$ cat src/rtl/bm_dot_accumulator.sv
// Saturating dot-product accumulator behind the 4x4 Booth multiplier.
// Sums LEN signed products and offers the result on a valid/ready port.
module bm_dot_accumulator #(
  parameter int unsigned PROD_W = 8,
  parameter int unsigned ACC_W  = 16,
  parameter int unsigned LEN    = 4
) (
  input  logic                       clk,
  input  logic                       rst_n,
  input  logic                       clr,
  input  logic [PROD_W-1:0]          prod_in,
  input  logic                       prod_valid,
  output logic                       prod_ready,
  output logic [ACC_W-1:0]           acc_out,
  output logic                       acc_valid,
  input  logic                       acc_ready,
  output logic                       ovf,
  output logic [$clog2(LEN+1)-1:0]   cnt
);

  localparam int unsigned CNT_W = $clog2(LEN + 1);
  localparam int unsigned SUM_W = ACC_W + 1;

  typedef enum logic [1:0] {
    IDLE = 2'd0,
    ACC  = 2'd1,
    HOLD = 2'd2
  } state_t;

  state_t             state_q, state_d;
  logic [ACC_W-1:0]   acc_q, acc_d;
  logic               ovf_q, ovf_d;
  logic               valid_q, valid_d;
  logic [CNT_W-1:0]   cnt_q, cnt_d;

  logic signed [SUM_W-1:0] sum;
  logic [ACC_W-1:0]        sat_val;
  logic                    sat_hit;
  logic                    accept;

  // Ready depends on state only; forced low while reset is held.
  assign prod_ready = rst_n & (state_q != HOLD);
  assign accept     = prod_valid & prod_ready;

  // One guard bit catches overflow; clamp toward the sign of the true sum.
  always_comb begin
    sum     = SUM_W'($signed(acc_q)) + SUM_W'($signed(prod_in));
    sat_hit = sum[SUM_W-1] ^ sum[SUM_W-2];
    sat_val = sum[ACC_W-1:0];
    if (sat_hit) begin
      sat_val = sum[SUM_W-1] ? {1'b1, {(ACC_W-1){1'b0}}}
                             : {1'b0, {(ACC_W-1){1'b1}}};
    end
  end

  always_comb begin
    state_d = state_q;
    acc_d   = acc_q;
    ovf_d   = ovf_q;
    valid_d = valid_q;
    cnt_d   = cnt_q;
    if (clr) begin
      state_d = IDLE;
      acc_d   = '0;
      ovf_d   = 1'b0;
      valid_d = 1'b0;
      cnt_d   = '0;
    end else begin
      case (state_q)
        IDLE: begin
          if (accept) begin
            acc_d = ACC_W'($signed(prod_in));
            cnt_d = CNT_W'(1);
            ovf_d = 1'b0;
            if (LEN == 1) begin
              state_d = HOLD;
              valid_d = 1'b1;
            end else begin
              state_d = ACC;
            end
          end
        end
        ACC: begin
          if (accept) begin
            acc_d = sat_val;
            ovf_d = ovf_q | sat_hit;
            cnt_d = cnt_q + CNT_W'(1);
            if (cnt_d == CNT_W'(LEN)) begin
              state_d = HOLD;
              valid_d = 1'b1;
            end
          end
        end
        HOLD: begin
          if (acc_ready) begin
            state_d = IDLE;
            valid_d = 1'b0;
            cnt_d   = '0;
          end
        end
        default: begin
          state_d = IDLE;
          valid_d = 1'b0;
          cnt_d   = '0;
        end
      endcase
    end
  end

  always_ff @(posedge clk or negedge rst_n) begin
    if (!rst_n) begin
      state_q <= IDLE;
      acc_q   <= '0;
      ovf_q   <= 1'b0;
      valid_q <= 1'b0;
      cnt_q   <= '0;
    end else begin
      state_q <= state_d;
      acc_q   <= acc_d;
      ovf_q   <= ovf_d;
      valid_q <= valid_d;
      cnt_q   <= cnt_d;
    end
  end

  assign acc_out   = acc_q;
  assign acc_valid = valid_q;
  assign ovf       = ovf_q;
  assign cnt       = cnt_q;

endmodule

$ cat config.mk
export PLATFORM = sky130hd
export DESIGN_NAME = bm_dot_accumulator
export DESIGN_NICKNAME = d
export VERILOG_FILES = /design/src/rtl/bm_dot_accumulator.sv
export SDC_FILE = /design/constraint.sdc
export NUM_CORES = 1
export LEC_CHECK = 0
export CAP_MARGIN = 25
export CORE_ASPECT_RATIO = 0.8
export CORE_UTILIZATION = 55
export CTS_BUF_LIST = sky130_fd_sc_hd__clkbuf_4 sky130_fd_sc_hd__clkbuf_8
export CTS_CLUSTER_SIZE = 30
export DETAILED_ROUTE_END_ITERATION = 8
export PLACE_DENSITY = 0.91
export SYNTH_ARGS = -nofsm -noshare
export SYNTH_HDL_FRONTEND = slang
export SYNTH_SLANG_ARGS = --single-unit
$ cat constraint.sdc
create_clock -name clk -period 3.6 [get_ports clk]
set_input_delay 0.72 -clock clk [delete_from_list [all_inputs] [get_ports clk]]
set_output_delay 0.72 -clock clk [all_outputs]
set_load 0.02 [all_outputs]
==> impl_metrics.py, run 1 <==
metrics = {
    "global_route": {
        "antenna_found_initial": 0,
        "grt_pass1_vias": 1776,
        "grt_max_degree": 20,
        "grt_usage_pct": 26.5,
        "grt_pass1_wl_mm": 8.27,
        "grt-ovfl-total": 0,
    },
    "cts": {
        "root_buffer": "clkbuf_8",
        "clock_latency_ns": 0.28,
        "cts_setup_buffers": 0,
        "clk_pin_slew_ns": 0.08,
        "cts_htree_levels": 1,
        "hold_buffers": 0,
        "postCtsResizedCells": 0,
        "cts_buffers": 3,
        "cts.sinks": 23,
        "cts_tree": "built",
        "clockBufferDepth": 2,
    },
    "sta": {
        "setup_violations": 0,
        "hold_viol_final": 0,
        "finalCritPeriodShare_pct": 94.6,
        "fmax_ghz": 0.294,
        "finClkSkew_ns": 0.00585,
        "drv_slew": 0,
        "hold_ws_ns": 0.529,
        "max-slew-margin-rel_pct": 57.1,
        "rsz0062_at_grt": "no",
        "tightest_slew_ns": 0.641,
        "setup_slack_ns": 0.193,
        "period_needed_ns": 3.41,
    },
    "placement": {
        "dp.cells": 311,
        "dp_hpwl_mm": 3.79,
        "gp_congestion": 0.912,
        "place_ws_ns": -0.0447,
        "place_area_um2": 2480,
        "io_buffers": 34,
    },
    "floorplanning": {
        "die_y_um": 56.8,
        "dieWidth_um": 70.5,
        "io_pins": 35,
        "rows": 19,
        "core-area_um2": 3490,
        "dieArea_um2": 4000,
        "initial_core_util_pct": 59.0,
    },
    "logic_synthesis": {
        "synth.cell_area_um2": 2060,
        "netlist_top_cells_count": "a21oi_1 (23), dfrtp_1 (23), o21ai_0 (22), ha_1 (18), nand2_1 (18)",
        "synth_seq_cells": 23,
        "netlist_instances": 233,
        "ys.flop_type": "dfrtp_1",
        "synth_top_cell_by_area": "dfrtp_1",
        "async_reset_ff_share_pct": 100,
        "synth_cell_types": 53,
        "synth_top_area_share_pct": 27.9,
        "synth_area_leaders": "dfrtp_1 (28%), ha_1 (11%), a21oi_1 (5.6%)",
        "synth-edff-count": 0,
        "yosys_warnings": 0,
        "synth_nets": 265,
        "seq_area_frac_synth_pct": 27.9,
        "avgSynthCellArea_um2": 8.85,
    },
    "layout": {
        "final_cell_area_um2": 2530,
        "fin_cells": 315,
        "antenna_cells": 0,
        "nets": 306,
        "drive_above_1_share_pct": 13.9,
        "syn2layout_area_growth_pct": 22.6,
    },
    "worst_setup_path": {
        "crit_required_ns": 3.79,
        "arrival_ns": 3.60,
        "startpoint_type": "input port",
        "crit_fanout": 10,
        "critPathKind": "in -> reg",
        "critical_path.endpoint_type": "flop",
        "worst_r2r_path_depth": 10,
    },
    "power_and_ir_drop": {
        "netSwitchingFraction_pct": 38.3,
        "p_seq_share_pct": 34.7,
        "p_int_w": 0.000527,
        "powerDensity_nw_per_um2": 338,
        "p_clk_share_pct": 20.1,
        "comb_power_share_pct": 45.2,
        "p_leak_nw": 1.12,
        "switchingPower_w": 0.000327,
        "irDropWorstVdd_mv": 0.190,
        "finalPower_w": 0.000855,
    },
    "routing": {
        "avgRoutedWirePerCell_um": 16.0,
        "vias_per_cell": 6.17,
        "first_iter_violations": 169,
        "first_pass_iters": 4,
        "vias": 1942,
        "drtAntennaViolNets": 0,
        "post-route-drc-count": 0,
        "wl_mm": 5.05,
    },
    "status": {
        "status": "finished, final reports clean",
    },
    "flow_run": {
        "cap_violations": 0,
    },
    "worst_hold_path": {
        "worstHoldPathCells": 2,
        "hold_path_class": "reg -> reg",
    },
}
## logic make-up (layout without fill, tap and decap cells)
kind of cell,count (synthesis),after routing,share of synthesized area [%]
AO/OA/AOI/OAI,102,102,35.4
AND/OR/NAND/NOR,64,64,15.7
flip-flops,23,23,27.9
adder cells (fa/ha/maj),19,19,11.9
XOR/XNOR,12,12,5.10
buffers and inverters,12,52,3.52
multiplexers,1,1,0.485
## placed cells by master (no fill, tap or decap), types with 2 or more instances in the layout
cell type,count
nor3_1,4
nand2b_1,2
nor3b_1,4
inv_1,2
nand3b_1,2
o21ai_2,3
clkbuf_8,3
xnor2_1,8
ha_1,18
xor2_1,4
nor2_2,7
o21bai_1,2
a211oi_1,4
and2_1,4
o21a_1,4
a21o_1,7
o211ai_1,4
dfrtp_1,23
o211a_1,2
a211oi_2,3
o21ai_0,22
clkdlybuf4s50_1,34
a31oi_1,2
a2111oi_0,2
nor2b_1,2
buf_4,12
a21oi_1,23
or3_1,2
nor2_1,12
nand3_1,3
a21oi_2,3
nand2_1,18
o21ai_1,8
## flip-flops by register name, indices dropped and copies added (netlist names)
register / flops
acc_out: 16
cnt: 3
acc_valid: 1
ovf: 1
state_q: 2
## layout make-up
class                           count  area, µm²
Timing Repair Buffer               46        430
Clock inverter                      1       7.51
Sequential cell                    23        576
Fill cell                         287        966
Inverter                            2       7.51
Clock buffer                        3       41.3
Multi-Input combinational cell    198       1410
Tap cell                           42       52.6
## critical path: stages
cell	delay [ns]
clkdlybuf4s50_1	0.63
ha_1	0.47
a21oi_2	0.20
o21ai_1	0.10
a311o_1	0.38
or2_1	0.32
o31ai_4	0.26
buf_4	0.24
a211oi_1	0.08
o21ai_0	0.18
## stage by stage
step	util [%]	TNS (ns)
2_1_floorplan	-	0
3_3_place_gp	71.0	0
3_5_place_dp	71.0	-0.0589
4_1_cts	72.4	0
5_1_grt	72.4	0
6_report	72.4	0
## power groups by stage
stage	clock network (W)	registers, W	logic, W
4_1_cts	0.000181	0.000296	0.000384
2_1_floorplan	0	0.000319	0.000247
6_report	0.000172	0.000296	0.000386
5_1_grt	0.000188	0.000299	0.000419
3_3_place_gp	0	0.000301	0.000374
3_5_place_dp	0	0.000301	0.000381
## worst paths after layout
check | from | to | slack [ns]
min in group asynchronous | rst_n | acc_valid | 0.70
min | acc_out[4] | acc_out[4] | 0.53
max | prod_in[7] | acc_out[3] | 0.19
max reg2reg | acc_out[0] | acc_out[3] | 0.78
max in group asynchronous | rst_n | acc_out[11] | 2.32
min reg2reg | acc_out[4] | acc_out[4] | 0.53
## layer usage
metal,GRT usage (%),share of wire (%),vias up
met3,4.49,6.5,5
met5,0,0,-
li1,-,-,959
met2,43.0,46,58
met4,9.43,1.1,0
met1,35.4,47,920
Note: power is estimated with default switching activity, not from simulation.
==> run 2, diff against run 1 <==
CORE_MARGIN = 5   (was not set)
==> run 2 against run 1 <==
  * Register-to-register slack lost 0.03 ns
  * Total power grew 2.6%
  * Worst hold slack lost 0.0053 ns
  * Die area grew 27%
  * Clock-buffer cell count is the same
  * Critical path depth is the same
  * Utilization grew 1.4 points
  * Largest power group unchanged
==> impl_metrics.py, run 2 (same netlist as run 1, synthesis figures left out) <==
metrics = {
    "status": {
        "status": "finished, final reports clean",
    },
    "sta": {
        "fmax_ghz": 0.293,
        "hold_ws_ns": 0.524,
        "period_needed_ns": 3.41,
        "tns_ns": 0,
        "setup_violations": 0,
        "tightest_slew_ns": 0.629,
        "finalCritPeriodShare_pct": 94.8,
        "finClkSkew_ns": 0.00114,
        "rsz0062_at_grt": "no",
        "setup_slack_ns": 0.188,
        "max-slew-margin-rel_pct": 57.9,
        "drv_slew": 0,
        "hold_viol_final": 0,
    },
    "flow_run": {
        "cap_violations": 0,
    },
    "worst_setup_path": {
        "critPathKind": "in -> reg",
        "crit_fanout": 10,
        "crit_path_max_incr_delay_ns": 0.62,
        "arrival_ns": 3.61,
        "startpoint_type": "input port",
        "cp_slowest_cell": "clkdlybuf4s50_1",
        "critical_path.endpoint_type": "flop",
        "crit_required_ns": 3.79,
        "worstPathCellList": "clkdlybuf4s50_1 > ha_1 > a21oi_2 > o21ai_1 > a311o_1 > or2_1 > o31ai_4 > buf_4 > a211oi_1 > o21ai_0",
    },
    "routing": {
        "first_iter_violations": 145,
        "avgRoutedWirePerCell_um": 16.7,
        "top_layer_used": "met4",
        "wl_met3_um": 402,
        "wl_mm": 5.40,
        "drtAntennaViolNets": 0,
        "post-route-drc-count": 0,
        "met1_length_mm": 2.51,
        "vias_per_cell": 6.15,
        "vias": 1991,
        "first_pass_iters": 4,
        "met2_length_mm": 2.40,
    },
    "floorplanning": {
        "initial_core_util_pct": 58.6,
        "io_pins": 35,
        "dieArea_um2": 5080,
        "die_y_um": 64.8,
        "core-area_um2": 3520,
        "rows": 19,
        "dieWidth_um": 78.5,
    },
    "layout": {
        "drive_above_1_share_pct": 16.7,
        "fillCellCount": 264,
        "syn2layout_area_growth_pct": 25.8,
        "antenna_cells": 0,
        "multi_input_area_um2": 1410,
        "seqCellArea_um2": 576,
        "final_common_cell": "clkdlybuf4s50_1",
        "mostFrequentLayoutCells": "clkdlybuf4s50_1 (34), a21oi_1 (23), dfrtp_1 (23)",
        "largest_reg_flops": 16,
        "nets": 315,
        "final_cell_area_um2": 2590,
        "fin_cells": 324,
    },
    "placement": {
        "dp.cells": 320,
        "place_area_um2": 2550,
        "dp_hpwl_mm": 4.08,
        "place_ws_ns": -0.0272,
        "gp_congestion": 0.888,
        "io_buffers": 34,
    },
    "global_route": {
        "grt-ovfl-total": 0,
        "grt_max_degree": 18,
        "grt_pass1_wl_mm": 8.99,
        "grt_pass1_vias": 1924,
        "antenna_found_initial": 0,
        "grt_usage_pct": 22.3,
    },
    "cts": {
        "cts_buffers": 3,
        "clock_latency_ns": 0.27,
        "root_buffer": "clkbuf_8",
        "cts_tree": "built",
        "cts.sinks": 23,
        "cts_setup_buffers": 0,
        "clk_pin_slew_ns": 0.09,
        "postCtsResizedCells": 0,
        "cts_htree_levels": 1,
        "hold_buffers": 0,
        "clockBufferDepth": 2,
    },
    "power_and_ir_drop": {
        "p_leak_nw": 1.16,
        "powerDensity_nw_per_um2": 338,
        "irDropWorstVdd_mv": 0.260,
    },
    "worst_hold_path": {
        "hold_path_class": "reg -> reg",
    },
}
-- run 2: final timing paths --
path,start,endpoint,slack (ns),depth (start not counted)
min in group asynchronous,rst_n,acc_out[2],0.88,2
max in group asynchronous,rst_n,acc_out[14],2.55,2
setup reg to reg,acc_out[0],acc_out[4],0.75,10
setup / recovery,prod_in[7],acc_out[4],0.19,10
hold / removal,acc_out[15],acc_out[15],0.52,1
hold reg to reg,acc_out[15],acc_out[15],0.52,1
-- run 2: area by class of cell --
cell class                      count  share of cell area [%]
Multi-Input combinational cell    198                    54.5
Timing Repair Buffer               55                    19.2
Tap cell                           42                    2.03
Clock buffer                        3                    1.59
Inverter                            2                   0.289
Clock inverter                      1                   0.193
Sequential cell                    23                    22.2
-- run 2: metrics by stage --
stage / total power, W / utilization (%)
floorplan: 0.000567 / -
global placement: 0.000690 / 72.4
detailed placement: 0.000700 / 72.4
CTS: 0.000875 / 73.7
global route: 0.000928 / 73.7
finish: 0.000877 / 73.7
-- run 2: power breakdown --
| part | total [W] | internal (W) | switching (W) |
|---|---|---|---|
| combinational | 0.000406 | 0.000184 | 0.000222 |
| sequential | 0.000297 | 0.000277 | 0.0000201 |
| clock | 0.000175 | 0.0000777 | 0.0000972 |
| total | 0.000877 | 0.000538 | 0.000339 |
-- run 2: critical path, delay by kind of cell --
family | cells | cell delay [ns]
compound gates | 6 | 1.21
fa+ha+maj | 1 | 0.48
buf+inv | 2 | 0.87
simple gates | 1 | 0.33
-- run 2: routing by layer --
metal | vias to the layer above | track usage (%)
met3 | 15 | 4.99
met1 | 927 | 31.0
li1 | 969 | -
met4 | 0 | 7.42
met5 | - | 0
met2 | 80 | 34.5
